File: src/rtl/alu_ctrl_seq_if.sv
`default_nettype none
// ============================================================================
// Module      : alu_ctrl_seq_if
// Description : Control/feedback bundle between alu_ctrl_seq and the Mini SRC
//               datapath (instruction feedback in, control strobes out).
// Revision    : 1.0 - initial release
// ============================================================================
interface alu_ctrl_seq_if;
  logic [31:0] IR;
  logic        Mem_ready;
  logic        Stop;
  logic [15:0] Rin;
  logic [15:0] Rout;
  logic        PCin;
  logic        PCout;
  logic        IncPC;
  logic        MARin;
  logic        MDRin;
  logic        MDRout;
  logic        IRin;
  logic        Yin;
  logic        ZLowin;
  logic        ZHighin;
  logic        ZLowout;
  logic        ZHighout;
  logic        HIin;
  logic        LOin;
  logic        Read;
  logic [4:0]  OP;
  logic        Run;

  modport master (
    input  IR, Mem_ready, Stop,
    output Rin, Rout, PCin, PCout, IncPC, MARin, MDRin, MDRout, IRin, Yin,
           ZLowin, ZHighin, ZLowout, ZHighout, HIin, LOin, Read, OP, Run
  );

  modport slave (
    output IR, Mem_ready, Stop,
    input  Rin, Rout, PCin, PCout, IncPC, MARin, MDRin, MDRout, IRin, Yin,
           ZLowin, ZHighin, ZLowout, ZHighout, HIin, LOin, Read, OP, Run
  );
endinterface
`default_nettype wire

File: src/rtl/alu_ctrl_seq.sv
`default_nettype none
// ============================================================================
// Module      : alu_ctrl_seq
// Description : Hardwired fetch/execute sequencer for Mini SRC register-to-
//               register ALU instructions; outputs decoded from state and IR.
// Revision    : 1.0 - initial release
// ============================================================================
module alu_ctrl_seq #(
  parameter logic [4:0] HALT_OP = 5'b11011
) (
  input  wire logic       Clock,
  input  wire logic       Clear,
  alu_ctrl_seq_if.master  bus
);

  typedef enum logic [3:0] {
    ST_RST  = 4'd0,
    ST_T0   = 4'd1,
    ST_T1   = 4'd2,
    ST_T2   = 4'd3,
    ST_T3   = 4'd4,
    ST_T4   = 4'd5,
    ST_T5   = 4'd6,
    ST_T6   = 4'd7,
    ST_HALT = 4'd8
  } state_e;

  typedef enum logic [2:0] {
    CL_ILLEGAL = 3'd0,
    CL_BINARY  = 3'd1,
    CL_UNARY   = 3'd2,
    CL_WIDE    = 3'd3,
    CL_HALT    = 3'd4
  } opc_class_e;

  state_e     state_q;
  state_e     state_d;
  opc_class_e opc_class;

  logic [4:0] opcode;
  logic [3:0] ra;
  logic [3:0] rb;
  logic [3:0] rc;
  logic       unused_ir_bits;

  assign opcode         = bus.IR[31:27];
  assign ra             = bus.IR[26:23];
  assign rb             = bus.IR[22:19];
  assign rc             = bus.IR[18:15];
  assign unused_ir_bits = ^bus.IR[14:0];

  function automatic logic [15:0] reg_sel(input logic [3:0] idx);
    reg_sel = 16'h0001 << idx;
  endfunction

  // HALT_OP is checked first so a parameter override always wins.
  always_comb begin
    opc_class = CL_ILLEGAL;
    if (opcode == HALT_OP) begin
      opc_class = CL_HALT;
    end else begin
      case (opcode)
        5'b00011, 5'b00100, 5'b00101, 5'b00110, 5'b00111,
        5'b01000, 5'b01001, 5'b01010, 5'b01011: opc_class = CL_BINARY;
        5'b10001, 5'b10010:                     opc_class = CL_UNARY;
        5'b01111, 5'b10000:                     opc_class = CL_WIDE;
        default:                                opc_class = CL_ILLEGAL;
      endcase
    end
  end

  always_ff @(posedge Clock or negedge Clear) begin
    if (!Clear) begin
      state_q <= ST_RST;
    end else begin
      state_q <= state_d;
    end
  end

  always_comb begin
    state_d      = state_q;
    bus.Rin      = 16'h0000;
    bus.Rout     = 16'h0000;
    bus.PCin     = 1'b0;
    bus.PCout    = 1'b0;
    bus.IncPC    = 1'b0;
    bus.MARin    = 1'b0;
    bus.MDRin    = 1'b0;
    bus.MDRout   = 1'b0;
    bus.IRin     = 1'b0;
    bus.Yin      = 1'b0;
    bus.ZLowin   = 1'b0;
    bus.ZHighin  = 1'b0;
    bus.ZLowout  = 1'b0;
    bus.ZHighout = 1'b0;
    bus.HIin     = 1'b0;
    bus.LOin     = 1'b0;
    bus.Read     = 1'b0;
    bus.OP       = 5'b00000;
    bus.Run      = 1'b0;

    case (state_q)
      ST_RST: begin
        state_d = ST_T0;
      end

      ST_T0: begin
        bus.Run   = 1'b1;
        bus.PCout = 1'b1;
        bus.MARin = 1'b1;
        bus.IncPC = 1'b1;
        bus.PCin  = 1'b1;
        state_d   = ST_T1;
      end

      ST_T1: begin
        bus.Run   = 1'b1;
        bus.Read  = 1'b1;
        bus.MDRin = 1'b1;
        if (bus.Mem_ready) begin
          state_d = ST_T2;
        end
      end

      // IR is reloaded on the edge leaving T2, so decode waits for T3.
      ST_T2: begin
        bus.Run    = 1'b1;
        bus.MDRout = 1'b1;
        bus.IRin   = 1'b1;
        state_d    = ST_T3;
      end

      ST_T3: begin
        bus.Run = 1'b1;
        case (opc_class)
          CL_BINARY, CL_WIDE: begin
            bus.Rout = reg_sel(rb);
            bus.Yin  = 1'b1;
            state_d  = ST_T4;
          end
          CL_UNARY: begin
            state_d = ST_T4;
          end
          CL_HALT: begin
            state_d = ST_HALT;
          end
          default: begin
            state_d = bus.Stop ? ST_HALT : ST_T0;
          end
        endcase
      end

      ST_T4: begin
        bus.Run    = 1'b1;
        bus.OP     = opcode;
        bus.ZLowin = 1'b1;
        bus.Rout   = (opc_class == CL_UNARY) ? reg_sel(rb) : reg_sel(rc);
        if (opc_class == CL_WIDE) begin
          bus.ZHighin = 1'b1;
        end
        state_d = ST_T5;
      end

      ST_T5: begin
        bus.Run     = 1'b1;
        bus.ZLowout = 1'b1;
        if (opc_class == CL_WIDE) begin
          bus.LOin = 1'b1;
          state_d  = ST_T6;
        end else begin
          bus.Rin = reg_sel(ra);
          state_d = bus.Stop ? ST_HALT : ST_T0;
        end
      end

      ST_T6: begin
        bus.Run      = 1'b1;
        bus.ZHighout = 1'b1;
        bus.HIin     = 1'b1;
        state_d      = bus.Stop ? ST_HALT : ST_T0;
      end

      ST_HALT: begin
        state_d = ST_HALT;
      end

      default: begin
        state_d = ST_RST;
      end
    endcase
  end

endmodule
`default_nettype wire

File: src/flat_wrapper.sv
// flat-port wrapper written by rule: the top's interface ports become plain ports
module alu_ctrl_seq_flat 
#(
  parameter logic [4:0] HALT_OP = 5'b11011
)
  (Clock, Clear, bus_IR, bus_Mem_ready, bus_Stop, bus_Rin, bus_Rout, bus_PCin, bus_PCout, bus_IncPC, bus_MARin, bus_MDRin, bus_MDRout, bus_IRin, bus_Yin, bus_ZLowin, bus_ZHighin, bus_ZLowout, bus_ZHighout, bus_HIin, bus_LOin, bus_Read, bus_OP, bus_Run);
  alu_ctrl_seq_if bus_i ();
  input  wire logic Clock;
  input  wire logic Clear;
  input wire logic [$bits(bus_i.IR)-1:0] bus_IR;
  input wire logic [$bits(bus_i.Mem_ready)-1:0] bus_Mem_ready;
  input wire logic [$bits(bus_i.Stop)-1:0] bus_Stop;
  output wire logic [$bits(bus_i.Rin)-1:0] bus_Rin;
  output wire logic [$bits(bus_i.Rout)-1:0] bus_Rout;
  output wire logic [$bits(bus_i.PCin)-1:0] bus_PCin;
  output wire logic [$bits(bus_i.PCout)-1:0] bus_PCout;
  output wire logic [$bits(bus_i.IncPC)-1:0] bus_IncPC;
  output wire logic [$bits(bus_i.MARin)-1:0] bus_MARin;
  output wire logic [$bits(bus_i.MDRin)-1:0] bus_MDRin;
  output wire logic [$bits(bus_i.MDRout)-1:0] bus_MDRout;
  output wire logic [$bits(bus_i.IRin)-1:0] bus_IRin;
  output wire logic [$bits(bus_i.Yin)-1:0] bus_Yin;
  output wire logic [$bits(bus_i.ZLowin)-1:0] bus_ZLowin;
  output wire logic [$bits(bus_i.ZHighin)-1:0] bus_ZHighin;
  output wire logic [$bits(bus_i.ZLowout)-1:0] bus_ZLowout;
  output wire logic [$bits(bus_i.ZHighout)-1:0] bus_ZHighout;
  output wire logic [$bits(bus_i.HIin)-1:0] bus_HIin;
  output wire logic [$bits(bus_i.LOin)-1:0] bus_LOin;
  output wire logic [$bits(bus_i.Read)-1:0] bus_Read;
  output wire logic [$bits(bus_i.OP)-1:0] bus_OP;
  output wire logic [$bits(bus_i.Run)-1:0] bus_Run;
  assign bus_i.IR = bus_IR;
  assign bus_i.Mem_ready = bus_Mem_ready;
  assign bus_i.Stop = bus_Stop;
  assign bus_Rin = bus_i.Rin;
  assign bus_Rout = bus_i.Rout;
  assign bus_PCin = bus_i.PCin;
  assign bus_PCout = bus_i.PCout;
  assign bus_IncPC = bus_i.IncPC;
  assign bus_MARin = bus_i.MARin;
  assign bus_MDRin = bus_i.MDRin;
  assign bus_MDRout = bus_i.MDRout;
  assign bus_IRin = bus_i.IRin;
  assign bus_Yin = bus_i.Yin;
  assign bus_ZLowin = bus_i.ZLowin;
  assign bus_ZHighin = bus_i.ZHighin;
  assign bus_ZLowout = bus_i.ZLowout;
  assign bus_ZHighout = bus_i.ZHighout;
  assign bus_HIin = bus_i.HIin;
  assign bus_LOin = bus_i.LOin;
  assign bus_Read = bus_i.Read;
  assign bus_OP = bus_i.OP;
  assign bus_Run = bus_i.Run;
  alu_ctrl_seq #(.HALT_OP(HALT_OP)) u_core (.Clock(Clock), .Clear(Clear), .bus(bus_i));
endmodule
File: config.mk
export PLATFORM = sky130hd
export DESIGN_NAME = alu_ctrl_seq_flat
export DESIGN_NICKNAME = d
export VERILOG_FILES = /design/src/rtl/alu_ctrl_seq_if.sv /design/src/rtl/alu_ctrl_seq.sv /design/src/flat_wrapper.sv
export SDC_FILE = /design/constraint.sdc
export NUM_CORES = 1
export LEC_CHECK = 0
export CAP_MARGIN = 20
export CORE_MARGIN = 4
export CORE_UTILIZATION = 25
export DETAILED_ROUTE_END_ITERATION = 16
export PLACE_DENSITY = 0.66
export SLEW_MARGIN = 5
export SYNTH_ARGS = -nofsm -noshare
export SYNTH_HDL_FRONTEND = slang
export SYNTH_SLANG_ARGS = --single-unit
File: constraint.sdc
create_clock -name Clock -period 2.6 [get_ports Clock]
set_clock_uncertainty 0.1 [all_clocks]
set_input_delay 0.65 -clock Clock [delete_from_list [all_inputs] [get_ports Clock]]
set_output_delay 0.65 -clock Clock [all_outputs]
set_load 0.05 [all_outputs]
==> results of run 1 <==
worst max-delay path, delay by kind of cell:
family / cells / cell delay (ps)
compound gates: 2 / 290
buf+inv: 4 / 530
simple gates: 3 / 740
cells in the mapped netlist, drive strengths merged, types with 2 or more instances:
library cell | n | area (um^2)
nand2 | 12 | 52.55
buf | 12 | 98.84
nor2b | 3 | 18.77
and2 | 6 | 37.54
nand3 | 7 | 35.03
or3 | 2 | 12.51
a21oi | 4 | 20.02
nor4 | 2 | 12.51
or2 | 2 | 12.52
nand2b | 9 | 63.81
nand3b | 3 | 22.52
a32oi | 2 | 17.52
nor2 | 25 | 93.84
o21ai | 3 | 18.77
clkbuf | 2 | 7.510
nor3b | 2 | 20.02
dfrtp | 4 | 100.1
a22oi | 3 | 22.52
nor3 | 16 | 80.08
a31oi | 2 | 12.51
inv | 7 | 26.28
o21a | 3 | 22.52
o22ai | 17 | 106.4
stage by stage:
| step | power, mW | util | setup TNS (ps) | setup slack (ps) | hold WS (ps) |
|---|---|---|---|---|---|
| 2_1_floorplan | 0.9866 | - | -5691 | -410.0 | 254.4 |
| 3_3_place_gp | 1.465 | 0.7166 | -24560 | -916.2 | 483.0 |
| 3_5_place_dp | 1.477 | 0.7166 | -25190 | -952.1 | 490.5 |
| 4_1_cts | 1.660 | 0.7770 | -6067 | -377.7 | 495.0 |
| 5_1_grt | 1.810 | 0.8148 | -8254 | -428.1 | 525.6 |
| 6_report | 1.736 | 0.8148 | -6304 | -374.8 | 498.9 |
final timing paths:
check,endpoint,cells past startpoint
setup / recovery,bus_Rout[10],9
hold / removal,u_core.state_q[1]$_DFFE_PN0P_,2
setup reg to reg,u_core.state_q[3]$_DFFE_PN0P_,7
hold reg to reg,u_core.state_q[1]$_DFFE_PN0P_,2
max in group asynchronous,u_core.state_q[1]$_DFFE_PN0P_,1
min in group asynchronous,u_core.state_q[2]$_DFFE_PN0P_,1
timing repair:
item                                    4_1_cts  5_1_grt
gates resized for setup                      59       25
hold endpoints to repair                      0        0
pin swaps                                    17       17
endpoints found under the setup margin       35       34
buffers inserted                              7        8
logic make-up (layout without fill, tap and decap cells):
logic type / Yosys count / after routing / share of synthesized area
flip-flops: 4 / 4 / 0.09709
AO/OA/AOI/OAI: 41 / 41 / 0.2731
buffers and inverters: 22 / 144 / 0.1371
multiplexers: 1 / 1 / 0.009709
AND/OR/NAND/NOR: 92 / 92 / 0.4745
XOR/XNOR: 1 / 1 / 0.008497
final cells by class:
| cell class | instances | area, um^2 |
|---|---|---|
| multi-input cells | 135 | 1399 |
| flip-flops and latches | 4 | 100.1 |
| repair buffers | 133 | 1622 |
| clock buffers | 3 | 41.29 |
| well taps | 50 | 62.56 |
| fillers | 214 | 740.7 |
| inverters | 8 | 35.03 |
metal layers:
layer | up-vias | part of all wire
met5 | - | 0
met4 | 0 | 0.018
met3 | 8 | 0.053
met2 | 66 | 0.54
met1 | 835 | 0.39
li1 | 839 | -
power breakdown:
part	internal, mW	switching (mW)
Clock	0.0993	0.0402
Combinational	0.595	0.893
Sequential	0.0909	0.0174
Total	0.785	0.950
==> impl_metrics.csv, run 1 <==
group,metric,value,unit
grt,met1_usage,0.2330,
detailed_routing,dr.pass1.iters,4,
clock_tree,root_buffer,"clkbuf_8",
detailed_routing,vias_per_cell,5.249,
synth,ys_seq_area_frac,0.09709,
detailed_routing,first_iter_violations,75,
floorplanning,ioPinCount,89,
sta,rsz0062_at_grt,"true",
sta,setup-violations-final,29,
synth,synth-edff-count,0,
sta,maxSlewViolCount,0,
clock_tree,cts_tree,"built",
clock_tree,numCtsBuffers,3,
synth,netlist_instances,161,
worst_setup_path,crit_type,"in2out",
worst_setup_path,start_kind,"primary input",
detailed_routing,route.final.wire_length,5607,um
final_layout,largest_reg_flops,4,
worst_setup_path,r2r_slack,710,ps
detailed_routing,wire_per_inst,16.84,um
outcome,status,"finished with violations",
synth,synth-async-reset-ratio,1.000,
sta,max_freq,336.2,MHz
final_layout,top_register,"u_core.state_q",
floorplanning,start_util,0.2577,
synth,syn_nets,197,
final_layout,drive_gt1_frac,0.6961,
synth,synth-seq-cells,4,
final_layout,diodes,0,
power_and_ir_drop,leakagePower,1.249,nW
placed_design,dp.cells,318,
grt,use_met3,0.03047,
grt,use_met2,0.3367,
floorplanning,rows,23,
power_and_ir_drop,vdd_ir_drop_max,0.7156,mV
floorplanning,core,0.004000,mm^2
worst_setup_path,cp.required,1850,ps
sta,period_share,1.144,
sta,hold_violations,0,
grt,antenna_found_initial,0,
worst_hold_path,hold_class,"reg2reg",
final_layout,reg.largest.list,"u_core.state_q: 4 flops",
worst_setup_path,worst_ep_arrival_time,2220,ps
worst_setup_path,cp-end-kind,"output port",
placed_design,post-dp-hpwl,3892,um
sta,setup_ws,-374.8,ps
grt,grt_pass1_wl,7962,um
final_layout,instances_no_fill,333,
grt,grt_pass1_vias,1736,
clock_tree,clock-sinks,4,
worst_setup_path,cp_cell_sequence,"buf_6, nand2b_4, or3_4, buf_6, buf_6, and4b_1, o21ai_2, a2111oi_4, clkbuf_16",
detailed_routing,postRouteAntennaNets,0,
clock_tree,clk_pin_slew,30,ps
flow_run,max_cap_viol_count,0,
final_layout,final_common_cell,"buf_4",
sta,relSlewSlack,0.7060,
clock_tree,ctsHoldBuffers,0,
floorplanning,die-height,72.22,um
outcome,violations,"negative setup slack",
synth,avgSynthCellArea,6.404,um^2
floorplanning,die_w,72.22,um
synth,ys_warn_count,0,
synth,ys_types,43,
grt,overflow,0,
grt,busiest_layer,"met2",
final_layout,area_delta_synth_final,216.1,%
worst_hold_path,hp-start,"u_core.state_q[3]$_DFFE_PN0P_",
final_layout,design_area,0.003259,mm^2
clock_tree,insertion_delay,230,ps
final_layout,layout_common_cells,"buf_4 (58), buf_12 (40), buf_6 (15)",
detailed_routing,vias,1748,
placed_design,placed_area,0.002867,mm^2
synth,dominantRegCellSynth,"dfrtp_1",
final_layout,nets,321,
worst_setup_path,worstPathMaxFanout,6,
synth,syn_area,0.001031,mm^2
detailed_routing,drc_errors,0,
clock_tree,htreeDepth,1,
power_and_ir_drop,pwr_density_cell,532.5,mW/mm^2
sta,period_minus_slack,2975,ps
worst_setup_path,crit_top_cell,"buf_6",
placed_design,routabilityCongestion,0.8284,
placed_design,portBuffers,73,
grt,grtUsageTotal,0.1909,
worst_setup_path,slowest_stage,"or3_4",
sta,worst_pin_slew,439.4,ps
worst_setup_path,cp-startpoint,"bus_IR[29]",
worst_setup_path,cpPeakStageDelay,440,ps
worst_setup_path,timing.rr.start,"u_core.state_q[3]$_DFFE_PN0P_",
grt,grt_max_degree,11,
floorplanning,die_area,0.005216,mm^2
clock_tree,cts_max_path_buffers,2,
(Power assumes the default switching activity.)
==> run 2: changes to the inputs <==
clock period = 3.6 ns   (was 2.6 ns; I/O delays follow)
==> impl_metrics.csv, run 2 (synthesis gave the netlist of run 1 again) <==
group,metric,value,unit
outcome,status,"finished with violations",
outcome,violations,"negative setup slack",
sta,rsz0062_at_grt,"true",
grt,grtUsageTotal,0.1672,
grt,antenna_found_initial,0,
detailed_routing,vias,1626,
final_layout,layout_common_cells,"buf_4 (46), buf_12 (35), clkdlybuf4s50_1 (28)",
detailed_routing,dr.pass1.iters,4,
final_layout,reg.largest.list,"u_core.state_q: 4 flops",
placed_design,place_ws,-306.8,ps
floorplanning,die_w,72.22,um
final_layout,final_common_cell,"buf_4",
worst_setup_path,ff2ff_path_depth,18,
placed_design,post-dp-hpwl,3323,um
detailed_routing,drc_errors,0,
placed_design,portBuffers,73,
detailed_routing,vias_per_cell,5.129,
clock_tree,clk_pin_slew,30,ps
final_layout,fillers,322,
grt,grt_pass1_vias,1612,
worst_setup_path,start_kind,"primary input",
worst_setup_path,cp-end-kind,"output port",
worst_setup_path,r2r_slack,550,ps
worst_setup_path,worst_ep_arrival_time,2600,ps
power_and_ir_drop,p_total,1.000,mW
final_layout,diodes,0,
worst_hold_path,whs_path_depth,2,
sta,max_freq,277.5,MHz
power_and_ir_drop,pwr_density_cell,375.6,mW/mm^2
worst_setup_path,crit_type,"in2out",
floorplanning,ioPinCount,89,
sta,hold_violations,0,
floorplanning,core,0.004000,mm^2
clock_tree,insertion_delay,220,ps
final_layout,largest_reg_flops,4,
placed_design,routabilityCongestion,0.7952,
detailed_routing,route.final.wire_length,4637,um
sta,hold_ws,481.1,ps
worst_hold_path,hp-start,"u_core.state_q[1]$_DFFE_PN0P_",
worst_hold_path,min_to,"u_core.state_q[1]$_DFFE_PN0P_",
worst_hold_path,hold_class,"reg2reg",
clock_tree,clock-sinks,4,
power_and_ir_drop,vdd_ir_drop_max,0.2471,mV
sta,period_minus_slack,3604,ps
clock_tree,numCtsBuffers,3,
detailed_routing,wire_per_inst,14.63,um
worst_setup_path,cp.required,2600,ps
flow_run,max_cap_viol_count,0,
final_layout,top_register,"u_core.state_q",
clock_tree,cts_tree,"built",
sta,relSlewSlack,0.6064,
grt,overflow,0,
worst_setup_path,r2r_end,"u_core.state_q[3]$_DFFE_PN0P_",
worst_setup_path,cp-startpoint,"bus_IR[29]",
clock_tree,htreeDepth,1,
power_and_ir_drop,leakagePower,1.015,nW
sta,worst_pin_slew,590.4,ps
final_layout,drive_gt1_frac,0.4869,
sta,setup_ws,-3.761,ps
clock_tree,cts_max_path_buffers,2,
worst_setup_path,worstPathMaxFanout,9,
final_layout,area_delta_synth_final,158.3,%
sta,maxSlewViolCount,0,
floorplanning,start_util,0.2577,
detailed_routing,first_iter_violations,89,
clock_tree,root_buffer,"clkbuf_8",
sta,setup-violations-final,1,
floorplanning,die_area,0.005216,mm^2
worst_setup_path,timing.rr.start,"u_core.state_q[0]$_DFFE_PN0P_",
sta,period_share,1.001,
grt,grt_pass1_wl,7162,um
detailed_routing,postRouteAntennaNets,0,
final_layout,nets,305,
grt,grt_max_degree,12,
floorplanning,die-height,72.22,um
floorplanning,rows,23,
[run 2: cell count changes in the layout (fill, tap and decap cells not counted), sizes merged]
| cell | delta |
|---|---|
| clkdlybuf4s15 | +1 |
| buf | -31 |
| clkdlybuf4s50 | +16 |
| clkbuf | -2 |
[run 2: where the power goes]
part | leakage [nW] | internal [mW] | switching [mW]
clock network | 0.0216 | 0.0712 | 0.0221
logic | 0.943 | 0.301 | 0.507
registers | 0.0507 | 0.0653 | 0.0328
total | 1.01 | 0.438 | 0.562
[run 2: area by class of cell]
class | instances | area (um^2) | share of cell area
inverter | 8 | 35.03 | 0.01316
sequential | 4 | 100.1 | 0.03759
timing repair buffer | 117 | 1401 | 0.5263
multi-input combinational | 135 | 1022 | 0.3839
tap | 50 | 62.56 | 0.02350
clock buffer | 3 | 41.29 | 0.01551
[run 2: metrics by stage]
step / utilization / std cells / instance area (um^2) / TNS, ps
floorplan: - / 161 / 1097 / -108.0
global placement: 0.5868 / 300 / 2347 / -4739
detailed placement: 0.5868 / 300 / 2347 / -5631
CTS: 0.6453 / 316 / 2581 / 0
global route: 0.6656 / 317 / 2663 / -226.7
finish: 0.6656 / 317 / 2663 / -3.761
[run 2: layer usage]
layer,GRT usage,part of all wire,vias up
li1,-,-,797
met1,0.1930,0.37,757
met2,0.3003,0.54,66
met3,0.04848,0.078,6
met4,0.04175,0.012,0
met5,0,0,-
[run 2: how the worst max path moves through the flow]
stage,to,cells after the start
3_5_place_dp,bus_Rout[10],7
3_3_place_gp,bus_Rout[10],7
4_1_cts,bus_Rout[10],8
2_1_floorplan,bus_Rout[6],5
5_1_grt,u_core.state_q[3]$_DFFE_PN0P_,20
6_report,bus_Rout[10],7
[run 2: worst max-delay path, cell delays in order]
cell and delay [ps]:
dlygate4sd2_1 260, nand2b_1 170, or3_4 410, nor2b_2 140, o21ai_2 80, a2111oi_4 450, buf_12 190
[run 2: what timing repair did]
item | in CTS | in global routing
buffers inserted | 13 | 1
hold buffers | 0 | 0
gates resized for setup | 24 | 16
pin swaps | 8 | 6
endpoints found under the setup margin | 32 | 31
